$ cat config.mk
export PLATFORM = sky130hd
export DESIGN_NAME = prog_sequencer_flat
export DESIGN_NICKNAME = d
export VERILOG_FILES = /design/src/rtl/prog_sequencer_pkg.sv /design/src/rtl/prog_sequencer_if.sv /design/src/rtl/prog_sequencer.sv /design/src/flat_wrapper.sv
export SDC_FILE = /design/constraint.sdc
export NUM_CORES = 1
export LEC_CHECK = 0
export ABC_AREA = 1
export BUFFER_PORTS_ARGS = -buffer_cell sky130_fd_sc_hd__buf_2
export CAP_MARGIN = 20
export CORE_MARGIN = 2
export CORE_UTILIZATION = 55
export CTS_CLUSTER_DIAMETER = 80
export DETAILED_ROUTE_END_ITERATION = 12
export PLACE_DENSITY = 0.8
export SLEW_MARGIN = 10
export SYNTH_ARGS = -nofsm -noshare
export SYNTH_HDL_FRONTEND = slang
export SYNTH_SLANG_ARGS = --single-unit
export TNS_END_PERCENT = 50
$ cat constraint.sdc
create_clock -name clk -period 4 [get_ports clk]
set_clock_uncertainty 0.05 [all_clocks]
set_input_delay 0.6 -clock clk [delete_from_list [all_inputs] [get_ports clk]]
set_output_delay 0.6 -clock clk [all_outputs]
set_load 0.01 [all_outputs]
$ cat src/rtl/prog_sequencer_pkg.sv
// rtl/prog_sequencer_pkg.sv - shared states and program table for the run sequencer
package seq_pkg;

  typedef enum logic [2:0] {
    IDLE,
    RST_CORE,
    RUN,
    DONE,
    TIMEOUT
  } seq_state_t;

  localparam logic [11:0] PROG_START [3] = '{12'h000, 12'h100, 12'h200};
  localparam logic [1:0]  PROG_ILLEGAL   = 2'd3;

  // Illegal index falls back to program 0; the sequencer never latches it anyway.
  function automatic logic [11:0] prog_start_addr(input logic [1:0] sel);
    case (sel)
      2'd1:    return PROG_START[1];
      2'd2:    return PROG_START[2];
      default: return PROG_START[0];
    endcase
  endfunction

endpackage

$ cat src/rtl/prog_sequencer_if.sv
// rtl/prog_sequencer_if.sv - host/core handshake bundle for the run sequencer
interface prog_sequencer_if #(
  parameter int D  = 12,
  parameter int CW = 13
);
  logic          start;
  logic [1:0]    prog_sel;
  logic          core_done;
  logic          core_reset;
  logic [D-1:0]  start_addr;
  logic          busy;
  logic          done;
  logic          timeout;
  logic          err;
  logic [CW-1:0] cycle_count;

  modport master (
    output start, prog_sel, core_done,
    input  core_reset, start_addr, busy, done, timeout, err, cycle_count
  );

  modport slave (
    input  start, prog_sel, core_done,
    output core_reset, start_addr, busy, done, timeout, err, cycle_count
  );
endinterface

$ cat src/rtl/prog_sequencer.sv
// rtl/prog_sequencer.sv - holds the core in reset, launches it, and times the run
module prog_sequencer
  import seq_pkg::*;
#(
  parameter int D       = 12,
  parameter int RST_CYC = 2,
  parameter int MAX_CYC = 4096,
  parameter int CW      = $clog2(MAX_CYC + 1)
) (
  input  logic           clk,
  input  logic           reset,
  prog_sequencer_if.slave bus
);

  localparam int RW = (RST_CYC > 1) ? $clog2(RST_CYC) : 1;

  seq_state_t    state;
  logic [RW-1:0] rst_cnt;
  logic [1:0]    prog_q;
  logic [CW-1:0] cnt_q;
  logic [CW-1:0] cnt_inc;
  logic          core_reset_q;
  logic          busy_q;
  logic          done_q;
  logic          timeout_q;
  logic          err_q;

  assign cnt_inc = cnt_q + CW'(1);

  always_ff @(posedge clk or negedge reset) begin
    if (!reset) begin
      state        <= IDLE;
      rst_cnt      <= '0;
      prog_q       <= '0;
      cnt_q        <= '0;
      core_reset_q <= 1'b1;
      busy_q       <= 1'b0;
      done_q       <= 1'b0;
      timeout_q    <= 1'b0;
      err_q        <= 1'b0;
    end else begin
      err_q <= 1'b0;
      case (state)
        IDLE: begin
          if (bus.start) begin
            if (bus.prog_sel == PROG_ILLEGAL) begin
              err_q <= 1'b1;
            end else begin
              prog_q  <= bus.prog_sel;
              rst_cnt <= '0;
              busy_q  <= 1'b1;
              state   <= RST_CORE;
            end
          end
        end
        RST_CORE: begin
          if (rst_cnt == RW'(RST_CYC - 1)) begin
            cnt_q        <= '0;
            core_reset_q <= 1'b0;
            state        <= RUN;
          end else begin
            rst_cnt <= rst_cnt + RW'(1);
          end
        end
        RUN: begin
          cnt_q <= cnt_inc;
          // core_done is checked first so a done on the final watchdog cycle is a clean finish.
          if (bus.core_done) begin
            core_reset_q <= 1'b1;
            busy_q       <= 1'b0;
            done_q       <= 1'b1;
            state        <= DONE;
          end else if (cnt_inc == CW'(MAX_CYC)) begin
            core_reset_q <= 1'b1;
            busy_q       <= 1'b0;
            done_q       <= 1'b1;
            timeout_q    <= 1'b1;
            state        <= TIMEOUT;
          end
        end
        DONE, TIMEOUT: begin
          if (!bus.start) begin
            done_q    <= 1'b0;
            timeout_q <= 1'b0;
            state     <= IDLE;
          end
        end
        default: state <= IDLE;
      endcase
    end
  end

  assign bus.core_reset  = core_reset_q;
  assign bus.start_addr  = D'(prog_start_addr(prog_q));
  assign bus.busy        = busy_q;
  assign bus.done        = done_q;
  assign bus.timeout     = timeout_q;
  assign bus.err         = err_q;
  assign bus.cycle_count = cnt_q;

endmodule

$ cat src/flat_wrapper.sv
// flat-port wrapper written by rule: the top's interface ports become plain ports
module prog_sequencer_flat import seq_pkg::*;
#(
  parameter int D       = 12,
  parameter int RST_CYC = 2,
  parameter int MAX_CYC = 4096,
  parameter int CW      = $clog2(MAX_CYC + 1)
)
  (clk, reset, bus_start, bus_prog_sel, bus_core_done, bus_core_reset, bus_start_addr, bus_busy, bus_done, bus_timeout, bus_err, bus_cycle_count);
  prog_sequencer_if #(.D(D), .CW(CW)) bus_i ();
  input  logic clk;
  input  logic reset;
  input wire logic [$bits(bus_i.start)-1:0] bus_start;
  input wire logic [$bits(bus_i.prog_sel)-1:0] bus_prog_sel;
  input wire logic [$bits(bus_i.core_done)-1:0] bus_core_done;
  output wire logic [$bits(bus_i.core_reset)-1:0] bus_core_reset;
  output wire logic [$bits(bus_i.start_addr)-1:0] bus_start_addr;
  output wire logic [$bits(bus_i.busy)-1:0] bus_busy;
  output wire logic [$bits(bus_i.done)-1:0] bus_done;
  output wire logic [$bits(bus_i.timeout)-1:0] bus_timeout;
  output wire logic [$bits(bus_i.err)-1:0] bus_err;
  output wire logic [$bits(bus_i.cycle_count)-1:0] bus_cycle_count;
  assign bus_i.start = bus_start;
  assign bus_i.prog_sel = bus_prog_sel;
  assign bus_i.core_done = bus_core_done;
  assign bus_core_reset = bus_i.core_reset;
  assign bus_start_addr = bus_i.start_addr;
  assign bus_busy = bus_i.busy;
  assign bus_done = bus_i.done;
  assign bus_timeout = bus_i.timeout;
  assign bus_err = bus_i.err;
  assign bus_cycle_count = bus_i.cycle_count;
  prog_sequencer #(.D(D), .RST_CYC(RST_CYC), .MAX_CYC(MAX_CYC), .CW(CW)) u_core (.clk(clk), .reset(reset), .bus(bus_i));
endmodule
==> flow_metrics.tcl, run 1 <==
set metrics [dict create \
    synth_top_area_cell "dfrtp_1" \
    instances_no_fill 266 \
    p_leak_nw 0.845 \
    maxSlewHeadroom_pct 63.4 \
    grt_max_degree 25 \
    clock_sinks 24 \
    synthCells 210 \
    drt_iter0_markers 40 \
    core.rowCount 18 \
    drc_errors 0 \
    end_kind "flip-flop" \
    synth-edff-count 0 \
    synth_area_um2 1500 \
    cts.clk_slew.worst_paths_ns 0.14 \
    grt_pass1_vias 1113 \
    grtUsageTotal_pct 19.4 \
    crit_required_ns 4.18 \
    dieArea_um2 3150 \
    ctsHoldBuffers 0 \
    final-max-slew-violation-count 0 \
    final.min_clock_period_ns 2.00 \
    fillCellCount 240 \
    vias_per_cell 4.91 \
    max_freq_ghz 0.500 \
    rsz0062_at_grt "no" \
    ant_nets 0 \
    tightest_slew_ns 0.549 \
    ir_drop_mv 0.507 \
    tns_ns 0 \
    cts_root_buf "clkbuf_4" \
    timing.final.ws_setup_ns 2.00 \
    design_area_um2 1640 \
    synth_most_common_cell "nand2_1" \
    place.port_buffers 25 \
    wirelength_mm 2.90 \
    yosys-top-cells-area "dfrtp_1, nand2_1, nor2_1" \
    dp_cells 262 \
    yosys-top-cells-count "nand2_1, nor2_1, dfrtp_1, inv_1, buf_4" \
    rr_endpoint "u_core.state[0]" \
    setup_violations 0 \
    async_flop_share_pct 100 \
    synth.avg_cell_area_um2 7.12 \
    initial_core_util_pct 59.3 \
    vias 1305 \
    grt_overflow_total 0 \
    io-pin-count 36 \
    die_w_um 56.1 \
    insertion_delay_ns 0.31 \
    critPathMaxFanout 9 \
    antenna_cells 0 \
    synthFlopType "dfrtp_1" \
    largest_reg_flops 13 \
    htreeDepth 1 \
    post-place-ws_ns 2.02 \
    antenna_found_initial 0 \
    wl_per_cell_um 10.9 \
    min_path_type "input port to asynchronous set/reset pin" \
    ctsResizeCount 0 \
    cts_setup_buffers 0 \
    yosysUniqueCellTypes 29 \
    ys_seq_area_share_pct 40.3 \
    worst-r2r-setup-slack_ns 2.00 \
    cts_buffer_depth 2 \
    numCtsBuffers 3 \
    cts_tree "built" \
    first_pass_iters 4 \
    place_hpwl_mm 2.20 \
    fin_crit_sh_pct 50.0 \
    place_area_um2 1610 \
    cap_violations 0 \
    hold_viol 0 \
    power.density_nw_per_um2 585 \
    startpoint_type "flip-flop" \
    crit_arrival_ns 2.17 \
    syn_to_final_growth_pct 9.96 \
    die_h_um 56.1 \
    drive_gt1_share_pct 22.0 \
    grt_pass1_wl_mm 4.90 \
    whs_ns 0.196 \
    status "complete, no violations" \
    r2r_cells 12 \
    postLayoutCoreUtil_pct 65.2 \
    ys_ff_latch 24 \
    r2r-start "u_core.bus.cycle_count[0]" \
    yosys_warnings 0 \
    nNetsFinal 245 \
    synth_top_area_share_pct 38.5 \
    coreArea_um2 2520 \
    gp_congestion 0.824 \
    critPathKind "flip-flop to flip-flop" \
    power_uw 961 \
]
placed cells by master (no fill, tap or decap), types with 6 or more instances in the layout:
cell / netlist / layout
nor2_2: 6 / 6
buf_2: 1 / 25
conb_1: 1 / 10
o21ai_0: 7 / 7
inv_2: 7 / 7
nand3_1: 9 / 9
inv_1: 22 / 22
dfrtp_1: 23 / 23
nor2_1: 24 / 24
nand2_1: 63 / 63
o21ai_1: 7 / 7
power by group:
group	total, mW	internal, mW	switching (mW)
logic	0.459	0.154	0.305
registers	0.372	0.313	0.0586
clock network	0.131	0.0556	0.0755
total	0.961	0.522	0.439
critical path, cell delays in order (launching register included):
cell and delay [ns]:
dfrtp_1 0.52, ha_1 0.25, nand3_2 0.16, o21ai_1 0.16, nand2_1 0.09, nor2_1 0.13
nand2_1 0.07, nor2_2 0.08, nand3_2 0.09, nand2_4 0.11, nand2_2 0.07, nand2_1 0.07
nand2_1 0.04
routing by layer:
metal	vias to the layer above	share of wire (%)	track usage (%)
li1	686	-	-
met1	580	51	29.6
met2	37	44	29.2
met3	2	4.9	2.09
met4	0	0.59	5.10
met5	-	0	0
cells by family after synthesis:
logic type / synth area share, %
adder cells (fa/ha/maj): 1.67
AO/OA/AOI/OAI: 8.70
XOR/XNOR: 1.76
flip-flops: 40.3
buffers and inverters: 13.1
AND/OR/NAND/NOR: 34.2
other: 0.251
worst max path at each step:
| stage | start | to | slack, ns | depth (start not counted) |
|---|---|---|---|---|
| after global routing | u_core.bus.cycle_count[0] | u_core.bus.busy | 1.76 | 12 |
| after floorplan | u_core.bus.cycle_count[0] | u_core.state[0] | 2.19 | 11 |
| after global placement | u_core.bus.cycle_count[0] | u_core.state[0] | 2.02 | 12 |
| after CTS | u_core.bus.cycle_count[0] | u_core.state[1] | 2.00 | 12 |
| final | u_core.bus.cycle_count[0] | u_core.state[0] | 2.00 | 12 |
| after detailed placement | u_core.bus.cycle_count[0] | u_core.state[1] | 2.02 | 12 |
area by class of cell:
class                      instances  area, um2  share of cell area (%)
multi-input combinational        153        731                    44.4
sequential                        24        602                    36.6
timing repair buffer              25        125                    7.61
inverter                          30        113                    6.85
tap                               30       37.5                    2.28
clock buffer                       4       36.3                    2.21
Note: power is estimated with default switching activity, not from simulation.
==> run 2, diff against run 1 <==
- ABC_AREA: 1 -> 0
- CORE_UTILIZATION: 55 -> 53
- PLACE_DENSITY: 0.8 -> 0.77
- clock period: 4 -> 1.9 ns (I/O delays scaled with it)
==> run 2 against run 1 <==
Wire length is 34% higher. Global-route usage is 5.0 points higher. Via count is 18% higher. Sequential share of layout area is 4.0 points lower. Hold slack worse by 0.037 ns. Die area is 7.7% higher. Sequential power is 110% higher. Sequential cell count stayed put. Core utilization is 2.0 points higher. Critical endpoint is now u_core.state[2]. Highest routed layer unchanged. Critical path type unchanged. The flow now finishes with violations (setup timing). Final cell count is 5.3% lower.
==> flow_metrics.tcl, run 2 <==
set metrics [dict create \
    antenna_cells 0 \
    p_clk_share_pct 11.5 \
    instances_no_fill 252 \
    wirelength_mm 3.90 \
    antenna_found_initial 0 \
    dp_cells 245 \
    insertion_delay_ns 0.32 \
    die_w_um 58.3 \
    numCtsBuffers 3 \
    rsz0062_at_grt "yes" \
    synth_most_common_cell "dfrtp_1" \
    place_hpwl_mm 2.92 \
    syn_to_final_growth_pct 19.7 \
    async_flop_share_pct 100 \
    end_kind "flip-flop" \
    intPower_mw 1.18 \
    drt_iter0_markers 79 \
    ant_nets 0 \
    wl_per_cell_um 15.5 \
    largest_reg_flops 13 \
    synthFlopType "dfrtp_1" \
    core.rowCount 19 \
    crit_required_ns 2.09 \
    yosys-top-cells-area "dfrtp_1, o21ai_0, buf_4" \
    power_mw 2.05 \
    ys_seq_area_share_pct 38.6 \
    grt_pass1_wl_mm 6.36 \
    max_freq_ghz 0.509 \
    layout_common_cells "buf_2, buf_4, o21ai_0" \
    hold_viol 0 \
    final.min_clock_period_ns 1.97 \
    yosys_warnings 0 \
    cts_tree "built" \
    synth_top_family_by_area "compound AO/OA/AOI/OAI gates" \
    grt_pass1_vias 1391 \
    gp_congestion 0.847 \
    vias_per_cell 6.10 \
    synth_simple_gate_area_share_pct 22.4 \
    ys_ff_latch 24 \
    coreArea_um2 2780 \
    critPathMaxFanout 6 \
    synth.avg_cell_area_um2 8.62 \
    violations "setup timing" \
    fillCellCount 229 \
    drive_gt1_share_pct 31.7 \
    io-pin-count 36 \
    htreeDepth 1 \
    synth_top_area_share_pct 36.9 \
    muxShareOfSynthArea_pct 2.09 \
    vias 1537 \
    nNetsFinal 230 \
    crit_arrival_ns 2.15 \
    cts_buffer_depth 2 \
    cts_root_buf "clkbuf_4" \
    yosys-top-cells-count "dfrtp_1, o21ai_0, nand2_1, nor2_1, buf_4" \
    critPathKind "flip-flop to flip-flop" \
    synthCells 181 \
    yosysUniqueCellTypes 49 \
    clock_sinks 24 \
    synth_top_area_cell "dfrtp_1" \
    synth_xor_area_share_pct 1.12 \
    place.port_buffers 25 \
    seq_area_um2 609 \
    tightest_slew_ns 0.538 \
    whs_ns 0.159 \
    final-max-slew-violation-count 0 \
    initial_core_util_pct 56.1 \
    multi_input_area_um2 875 \
    drc_errors 0 \
    worst-r2r-setup-slack_ns -0.07 \
    swShare_pct 42.7 \
    setup_violations 4 \
    p_seq_share_pct 38.6 \
    min_path_type "input port to flip-flop" \
    dieArea_um2 3390 \
    cts.clk_slew.worst_paths_ns 0.13 \
    startpoint_type "flip-flop" \
    grt_max_degree 25 \
    synth-edff-count 0 \
    die_h_um 58.3 \
    maxSlewHeadroom_pct 64.1 \
    switchingPower_uw 878 \
    mostFrequentLayoutCell "buf_2" \
    timing.final.ws_setup_ns -0.0659 \
    synth_area_um2 1560 \
    p_leak_nw 0.876 \
    power_frac_comb_pct 49.9 \
    fin_crit_sh_pct 103 \
    grtUsageTotal_pct 24.4 \
    synthAdderAreaFrac_pct 1.60 \
    ir_drop_mv 0.852 \
    grt_overflow_total 0 \
    cap_violations 0 \
    status "finished, violations left" \
    first_pass_iters 4 \
    synth_compound_area_share_pct 24.4 \
    postLayoutCoreUtil_pct 67.2 \
    power.density_nw_per_um2 1100 \
]
==> run 2: kinds of logic after synthesis <==
kind of cell    after synthesis
mux                           3
flops                        24
xor+xnor                      2
buf+inv                      25
simple gates                 66
compound gates               58
fa+ha+maj                     2
other cells                   1
==> run 2: worst paths after layout <==
| check | from | to | cells past startpoint |
|---|---|---|---|
| worst min-delay path | bus_prog_sel[0] | u_core.prog_q[0] | 2 |
| worst max-delay path | u_core.bus.cycle_count[0] | u_core.state[2] | 5 |
| max in group asynchronous | reset | u_core.state[1] | 2 |
| worst min register to register | u_core.bus.timeout | u_core.bus.timeout | 2 |
| min in group asynchronous | reset | u_core.bus.cycle_count[6] | 2 |
| worst max register to register | u_core.bus.cycle_count[0] | u_core.state[2] | 5 |
==> run 2: area by class of cell <==
cell class / count / area share [%]
tap: 31 / 2.08
multi-input combinational: 141 / 46.8
inverter: 3 / 0.603
clock buffer: 4 / 1.41
sequential: 24 / 32.6
timing repair buffer: 49 / 16.5
==> run 2: metal layers <==
layer / vias to the layer above / track usage, % / wire (um)
li1: 730 / - / -
met3: 8 / 2.68 / 211
met5: - / 0 / 0
met1: 734 / 30.4 / 1560
met2: 65 / 42.7 / 2060
met4: 0 / 10.3 / 70
==> run 2: worst max-delay path, stage by stage, from the launching register on <==
cell and delay [ns]:
dfrtp_2 0.44, nand3_1 0.17, nor3_1 0.27, nand4_1 0.15
a2111o_1 0.53, a221oi_2 0.27
==> run 2: repair_timing <==
action / CTS / global route
resized for setup: 8 / 3
endpoints found under the setup margin: 5 / 7
endpoints found under the hold margin: 23 / 0
buffers inserted: 2 / 0
hold buffers: 1 / 0
pin swaps: 1 / 0
==> run 2: power groups by stage <==
stage	sequential (mW)	clock [mW]	combinational [mW]
final	0.794	0.236	1.02
after global routing	0.815	0.257	1.15
after CTS	0.791	0.242	1.02
after detailed placement	0.803	0	1.01
after global placement	0.783	0	0.969
after floorplan	0.775	0	0.684
==> run 2: through the flow <==
| step | setup TNS [ns] | worst slack [ns] | cell area, um2 |
|---|---|---|---|
| floorplan | -0.217 | -0.0834 | 1610 |
| CTS | -0.0727 | -0.0412 | 1870 |
| global route | -0.653 | -0.166 | 1870 |
| global placement | 0 | 0.00477 | 1790 |
| detailed placement | -0.108 | -0.0472 | 1790 |
| finish | -0.145 | -0.0659 | 1870 |
